[src/rtl/vram_pkg.sv]
// Shared VRAM geometry, read-port timing and scanout state type.
package vram_pkg;

    localparam int VRAM_ADDR_W           = 13;
    localparam int VRAM_DATA_W           = 16;
    localparam int VRAM_READ_LAT         = 3;
    localparam int SCREEN_WORDS_PER_LINE = 32;
    localparam int SCREEN_LINES          = 256;

    typedef enum logic [1:0] {
        IDLE,
        FETCH,
        DRAIN
    } vscan_state_t;

endpackage

[src/rtl/vscan_fifo.sv]
// Word buffer between the VRAM read return and the pixel serialiser.
// rd_data always shows the current head entry, so the serialiser can shift straight out of it.
module vscan_fifo #(
    parameter int DEPTH = 4,
    parameter int WIDTH = 16
) (
    input  logic                   clk,
    input  logic                   rst_n,
    input  logic                   push,
    input  logic [WIDTH-1:0]       wr_data,
    input  logic                   pop,
    output logic [WIDTH-1:0]       rd_data,
    output logic [$clog2(DEPTH):0] count,
    output logic                   empty
);

    localparam int AW = $clog2(DEPTH);

    logic [WIDTH-1:0] mem_q [DEPTH];
    logic [WIDTH-1:0] mem_d [DEPTH];
    logic [AW-1:0]    wr_ptr_q, wr_ptr_d;
    logic [AW-1:0]    rd_ptr_q, rd_ptr_d;
    logic [AW:0]      count_q,  count_d;

    always_comb begin
        mem_d    = mem_q;
        wr_ptr_d = wr_ptr_q;
        rd_ptr_d = rd_ptr_q;
        count_d  = count_q;
        if (push) begin
            mem_d[wr_ptr_q] = wr_data;
            wr_ptr_d        = wr_ptr_q + 1'b1;
        end
        if (pop) begin
            rd_ptr_d = rd_ptr_q + 1'b1;
        end
        case ({push, pop})
            2'b10:   count_d = count_q + 1'b1;
            2'b01:   count_d = count_q - 1'b1;
            default: count_d = count_q;
        endcase
    end

    always_ff @(posedge clk or negedge rst_n) begin
        if (!rst_n) begin
            for (int i = 0; i < DEPTH; i++) begin
                mem_q[i] <= '0;
            end
            wr_ptr_q <= '0;
            rd_ptr_q <= '0;
            count_q  <= '0;
        end else begin
            mem_q    <= mem_d;
            wr_ptr_q <= wr_ptr_d;
            rd_ptr_q <= rd_ptr_d;
            count_q  <= count_d;
        end
    end

    assign rd_data = mem_q[rd_ptr_q];
    assign count   = count_q;
    assign empty   = (count_q == '0);

endmodule

[src/rtl/vram_scanout.sv]
// Scanline fetcher for the VRAM priority port: credit-paced reads, word FIFO, 1-bit pixel serialiser.
// Optional VSCAN_CPU_SLOT_EN inserts a forced idle read cycle after every 4 back-to-back reads.
module vram_scanout
    import vram_pkg::*;
#(
    parameter int WORDS_PER_LINE = SCREEN_WORDS_PER_LINE,
    parameter int LINES          = SCREEN_LINES,
    parameter int READ_LAT       = VRAM_READ_LAT,
    parameter int FIFO_DEPTH     = 4
) (
    input  logic        clk,
    input  logic        rst_n,
    input  logic        line_start,
    input  logic [7:0]  line_idx,
    output logic        p_read,
    output logic [12:0] p_addr,
    input  logic [15:0] p_dout,
    output logic        pix_valid,
    output logic        pix,
    input  logic        pix_ready,
    output logic        line_done,
    output logic        overrun
);

    localparam int LINE_W = $clog2(LINES);
    localparam int WSH    = $clog2(WORDS_PER_LINE);
    localparam int CNT_W  = WSH + 1;
    localparam int BIT_W  = $clog2(VRAM_DATA_W);
    localparam int FCW    = $clog2(FIFO_DEPTH) + 1;
    localparam int CW     = $clog2(FIFO_DEPTH + READ_LAT + 1) + 1;

    vscan_state_t           state_q, state_d;
    logic [VRAM_ADDR_W-1:0] base_q, base_d;
    logic [CNT_W-1:0]       cnt_q, cnt_d;
    logic                   p_read_q, p_read_d;
    logic [VRAM_ADDR_W-1:0] p_addr_q, p_addr_d;
    logic [READ_LAT-1:0]    pipe_q, pipe_d;
    logic [BIT_W-1:0]       bit_idx_q, bit_idx_d;
    logic [WSH-1:0]         pop_cnt_q, pop_cnt_d;
    logic                   line_done_q, line_done_d;
    logic                   overrun_q, overrun_d;

    logic                   push, pop, handshake, last_pop;
    logic [VRAM_DATA_W-1:0] head;
    logic [FCW-1:0]         fifo_count;
    logic                   fifo_empty;
    logic [CW-1:0]          occ_next, infl_next;
    logic                   credit_ok, fetching, slot_block;
    logic [VRAM_ADDR_W-1:0] base_cur;
    logic [CNT_W-1:0]       cnt_cur;

    vscan_fifo #(
        .DEPTH (FIFO_DEPTH),
        .WIDTH (VRAM_DATA_W)
    ) u_fifo (
        .clk     (clk),
        .rst_n   (rst_n),
        .push    (push),
        .wr_data (p_dout),
        .pop     (pop),
        .rd_data (head),
        .count   (fifo_count),
        .empty   (fifo_empty)
    );

    // The serialiser shifts out of the FIFO head; the word is popped only with its last bit.
    assign push      = pipe_q[READ_LAT-1];
    assign pix_valid = !fifo_empty;
    assign pix       = pix_valid & head[bit_idx_q];
    assign handshake = pix_valid && pix_ready;
    assign pop       = handshake && (bit_idx_q == BIT_W'(VRAM_DATA_W - 1));
    assign last_pop  = pop && (pop_cnt_q == WSH'(WORDS_PER_LINE - 1));

    // Credits are judged on next-cycle occupancy so the registered p_read can never overfill the FIFO.
    always_comb begin
        occ_next  = CW'(fifo_count) + CW'(push) - CW'(pop);
        infl_next = CW'(p_read_q);
        for (int i = 0; i < READ_LAT - 1; i++) begin
            infl_next = infl_next + CW'(pipe_q[i]);
        end
        credit_ok = (occ_next + infl_next) < CW'(FIFO_DEPTH);
    end

    always_comb begin
        state_d     = state_q;
        base_d      = base_q;
        cnt_d       = cnt_q;
        p_read_d    = 1'b0;
        p_addr_d    = p_addr_q;
        pipe_d      = {pipe_q[READ_LAT-2:0], p_read_q};
        bit_idx_d   = handshake ? bit_idx_q + 1'b1 : bit_idx_q;
        pop_cnt_d   = pop ? pop_cnt_q + 1'b1 : pop_cnt_q;
        line_done_d = 1'b0;
        overrun_d   = overrun_q | (line_start && (state_q != IDLE));
        fetching    = 1'b0;
        base_cur    = base_q;
        cnt_cur     = cnt_q;

        case (state_q)
            IDLE: begin
                if (line_start) begin
                    state_d   = FETCH;
                    base_d    = VRAM_ADDR_W'(line_idx[LINE_W-1:0]) << WSH;
                    base_cur  = base_d;
                    cnt_d     = '0;
                    cnt_cur   = '0;
                    bit_idx_d = '0;
                    pop_cnt_d = '0;
                    fetching  = 1'b1;
                end
            end
            FETCH: begin
                fetching = 1'b1;
            end
            DRAIN: begin
                if (last_pop) begin
                    state_d     = IDLE;
                    line_done_d = 1'b1;
                end
            end
            default: begin
                state_d = IDLE;
            end
        endcase

        if (fetching && (cnt_cur < CNT_W'(WORDS_PER_LINE)) && credit_ok && !slot_block) begin
            p_read_d = 1'b1;
            p_addr_d = base_cur + VRAM_ADDR_W'(cnt_cur);
            cnt_d    = cnt_cur + 1'b1;
            if (cnt_cur == CNT_W'(WORDS_PER_LINE - 1)) begin
                state_d = DRAIN;
            end
        end
    end

`ifdef VSCAN_CPU_SLOT_EN
    logic [2:0] run_q, run_d;

    // run_q counts the back-to-back p_read cycles ending in the current one.
    assign slot_block = (run_q == 3'd4);
    assign run_d      = p_read_d ? run_q + 3'd1 : 3'd0;

    always_ff @(posedge clk or negedge rst_n) begin
        if (!rst_n) begin
            run_q <= '0;
        end else begin
            run_q <= run_d;
        end
    end
`else
    assign slot_block = 1'b0;
`endif

    always_ff @(posedge clk or negedge rst_n) begin
        if (!rst_n) begin
            state_q     <= IDLE;
            base_q      <= '0;
            cnt_q       <= '0;
            p_read_q    <= 1'b0;
            p_addr_q    <= '0;
            pipe_q      <= '0;
            bit_idx_q   <= '0;
            pop_cnt_q   <= '0;
            line_done_q <= 1'b0;
            overrun_q   <= 1'b0;
        end else begin
            state_q     <= state_d;
            base_q      <= base_d;
            cnt_q       <= cnt_d;
            p_read_q    <= p_read_d;
            p_addr_q    <= p_addr_d;
            pipe_q      <= pipe_d;
            bit_idx_q   <= bit_idx_d;
            pop_cnt_q   <= pop_cnt_d;
            line_done_q <= line_done_d;
            overrun_q   <= overrun_d;
        end
    end

    assign p_read    = p_read_q;
    assign p_addr    = p_addr_q;
    assign line_done = line_done_q;
    assign overrun   = overrun_q;

endmodule

[config.mk]
export PLATFORM = sky130hd
export DESIGN_NAME = vram_scanout
export DESIGN_NICKNAME = d
export VERILOG_FILES = /design/src/rtl/vram_pkg.sv /design/src/rtl/vscan_fifo.sv /design/src/rtl/vram_scanout.sv
export SDC_FILE = /design/constraint.sdc
export NUM_CORES = 1
export LEC_CHECK = 0
export CORE_ASPECT_RATIO = 0.7
export CORE_MARGIN = 2
export CORE_UTILIZATION = 59
export CTS_CLUSTER_DIAMETER = 50
export DETAILED_ROUTE_END_ITERATION = 16
export GPL_ROUTABILITY_DRIVEN = 0
export PLACE_DENSITY = 0.87
export RECOVER_POWER = 50
export SETUP_SLACK_MARGIN = 0.15
export SYNTH_ARGS = -nofsm -noshare
export SYNTH_HDL_FRONTEND = slang
export SYNTH_HIERARCHICAL = 1
export SYNTH_SLANG_ARGS = --single-unit
[constraint.sdc]
create_clock -name clk -period 3.95 [get_ports clk]
set_input_delay 0.9875 -clock clk [delete_from_list [all_inputs] [get_ports clk]]
set_output_delay 0.9875 -clock clk [all_outputs]
set_load 0.03 [all_outputs]
==> flow_summary.yaml <==
final_layout:
  regArea_um2: 3004
  area_growth_pct: 20.97
  drive_gt1_share_pct: 29.43
  stdcell_count: 641
  fin_nets: 552
  fin_util_pct: 74.20
  fill_cells: 558
  antenna_cells: 0
  multi_input_area_um2: 2764
die:
  chipHeight_um: 88.44
  fp-row-count: 30
  start_util_pct: 61.34
  die_area_um2: 11020
  ios: 46
  coreArea_um2: 9797
  die_w_um: 124.6
synthesis:
  synthesis.area_um2: 6010
  yosys_warnings: 6
  synth_cell_type_count: 41
  yosys.area.top_type: "dfrtp_1"
  synth.most_common_cell: "dfrtp_1"
  synth_top_area_share_pct: 49.97
  postSynthCellCount: 435
  ys_top_cells_by_count: "dfrtp_1 (120), mux2_4 (42), nand2_1 (36)"
  synth_nets: 487
  synth_ff_type: "dfrtp_1"
  async_reset_ff_share_pct: 100.0
  ys_seq_area_share_pct: 49.97
  synth_edf_count: 0
  ys_seq_elements: 120
  postSynthAreaPerCell_um2: 13.81
  synthTopCellsByArea: "dfrtp_1 (50%), mux2_4 (10%), mux2_2 (5.4%), mux4_1 (5.2%), ha_1 (4.4%)"
clock_tree:
  cts_buffer_depth: 2
  cts_buffers: 17
  h-tree-depth: 4
  cts_tree: "yes"
  cts-root-buf: "clkbuf_16"
  hold_buffers: 0
  clkTransAtPathRegs_ps: 60
  cts_sinks: 120
  clock_latency_ps: 410
power:
  p_leak_uw: 0.003359
  swShare_pct: 34.84
  pwr-share-comb_pct: 45.3
  internal_power_uw: 4367
  p_per_area_nw_per_um2: 921.8
  pwr-share-seq_pct: 32.4
  p_clk_share_pct: 22.3
  power.switching_uw: 2335
  ir_worst_vdd_mv: 0.4329
timing:
  fin_crit_sh_pct: 97.75
  fmax_mhz: 259.0
  grt_setup_unrepaired: "yes"
  final.setup_skew_ps: 7.810
  post-route-min-period_ps: 3861
  final_max_slew_viol_count: 0
  relSlewSlack_pct: 3.697
  setup_viol: 0
  tightest_slew_ps: 1445
  hold_viol: 0
setup_path:
  worstSetupStartpointType: "flop"
  critPathMaxStageDelay_ps: 520
  crit_top_cell: "mux4_2"
  required_ps: 2960
  crit_arrival_ps: 2870
  critPathMaxFanout: 6
  end_kind: "output port"
  crit_slowest_cell: "mux4_2"
  crit_type: "reg -> out"
  cp_num_buf_inv: 3
  cp_cell_sequence: "buf_12 > buf_16 > mux4_2 > mux4_2 > mux4_2 > and2_4 > buf_6"
  crit_family: "multiplexers"
routing:
  drt_iter0_drc: 307
  antenna_left: 0
  num_vias: 3873
  first_pass_iters: 5
  avgViaCountPerCell: 6.042
  drc_errors: 0
  totalWireLength_um: 13750
  avgRoutedWirePerCell_um: 21.44
global_route:
  grt_max_degree: 93
  antenna_found_initial: 0
  overflow: 0
  gr-usage-all-layers_pct: 26.54
  grt_pass1_wl_um: 22120
  grt_pass1_vias: 4034
place:
  hpwl_um: 8153
  portBuffers: 45
  dpl.cell_count: 602
run_status:
  status: "finished, final reports clean"
flow_run:
  max_cap_violations: 0
hold_path:
  hp-class: "reg -> reg"
[power by group through the flow]
stage	Sequential, µW	Combinational (µW)	Clock [µW]
after floorplan	2090	1910	0
after detailed placement	2140	2630	0
after CTS	2160	2840	1500
after global placement	2090	2510	0
after global routing	2220	3260	1570
final	2170	3040	1490
[metal layers]
layer  vias to the layer above  global-route usage, %  share of wire (%)
li1                       1665                      -                  -
met1                      2002                  35.71                 44
met2                       176                  41.58                 47
met3                        30                  8.283                6.7
met4                         0                  9.908                2.1
met5                         -                      0                  0
[stage by stage]
step | power (µW) | setup TNS (ps) | hold WS [ps] | worst slack, ps | area (µm²)
2_1_floorplan | 4000 | 0 | 353.7 | 171.1 | 6012
3_3_place_gp | 4601 | 0 | 368.5 | 9.942 | 6628
3_5_place_dp | 4771 | -940.4 | 375.5 | -85.71 | 6628
4_1_cts | 6501 | 0 | 393.3 | 105.0 | 7256
5_1_grt | 7049 | 0 | 401.9 | 11.88 | 7269
6_report | 6701 | 0 | 392.1 | 89.05 | 7269
[path summary, 6_finish.rpt]
kind                                                start                             end  slack, ps  depth (start not counted)
max in group asynchronous                           rst_n  u_fifo/rd_ptr_q[0]$_DFFE_PN0P_        940                          2
min                                   pipe_q[1]$_DFF_PN0_             pipe_q[2]$_DFF_PN0_        390                          0
min in group asynchronous                           rst_n    u_fifo/mem_q[28]$_DFFE_PN0P_        900                          1
min reg2reg                           pipe_q[1]$_DFF_PN0_             pipe_q[2]$_DFF_PN0_        390                          0
max                        u_fifo/rd_ptr_q[0]$_DFFE_PN0P_                             pix         90                          7
max reg2reg                        bit_idx_q[0]$_DFF_PN0_            state_q[0]$_DFF_PN0_        660                         12
[kinds of logic (layout without fill, tap and decap cells)]
family | Yosys count | in the layout | synth area share (%)
AOI/OAI and AO/OA | 36 | 36 | 3.789
xor gates and xnor gates | 26 | 26 | 3.789
adders and majority gates | 24 | 24 | 5.372
buffers and inverters | 39 | 117 | 3.706
DFF | 120 | 120 | 49.97
muxes | 98 | 98 | 25.55
and+or+nand+nor | 92 | 92 | 7.828
[flip-flops by register name (all words and copies together) (netlist names)]
name	cells
u_fifo/mem_q	64
base_q	13
u_fifo/rd_ptr_q	2
overrun	1
line_done	1
u_fifo/count	3
state_q	2
pop_cnt_q	5
bit_idx_q	4
u_fifo/wr_ptr_q	2
p_addr	13
p_read	1
pipe_q	3
cnt_q	6
[cell usage in the layout, fill, tap and decap left out, types with 5 or more instances in the layout]
cell type / n
dfrtp_1: 119
mux2_4: 42
clkdlybuf4s50_1: 42
nand2_1: 38
mux2_2: 29
inv_1: 21
ha_1: 21
mux4_2: 18
clkbuf_16: 18
xor2_1: 17
nor2_1: 15
o21ai_0: 14
nor2b_1: 9
xnor2_1: 9
buf_4: 9
a21oi_1: 7
mux2i_1: 6
nand3_1: 6
clkinvlp_4: 5
buf_12: 5
[timing repair]
action,CTS,global route
buffers inserted,4,1
gates cloned,1,1
gates resized for setup,19,5
pin swaps,1,0
endpoints found under the setup margin,1,7
[cell type report]
class                   instances  area share (%)
clock buffers                  19           6.231
clock inverters                13           1.670
inverters                      22           1.136
multi-input cells             276           38.02
flip-flops and latches        120           41.33
well taps                     128           2.203
repair buffers                 63           9.415
Note: power is estimated with default switching activity, not from simulation.
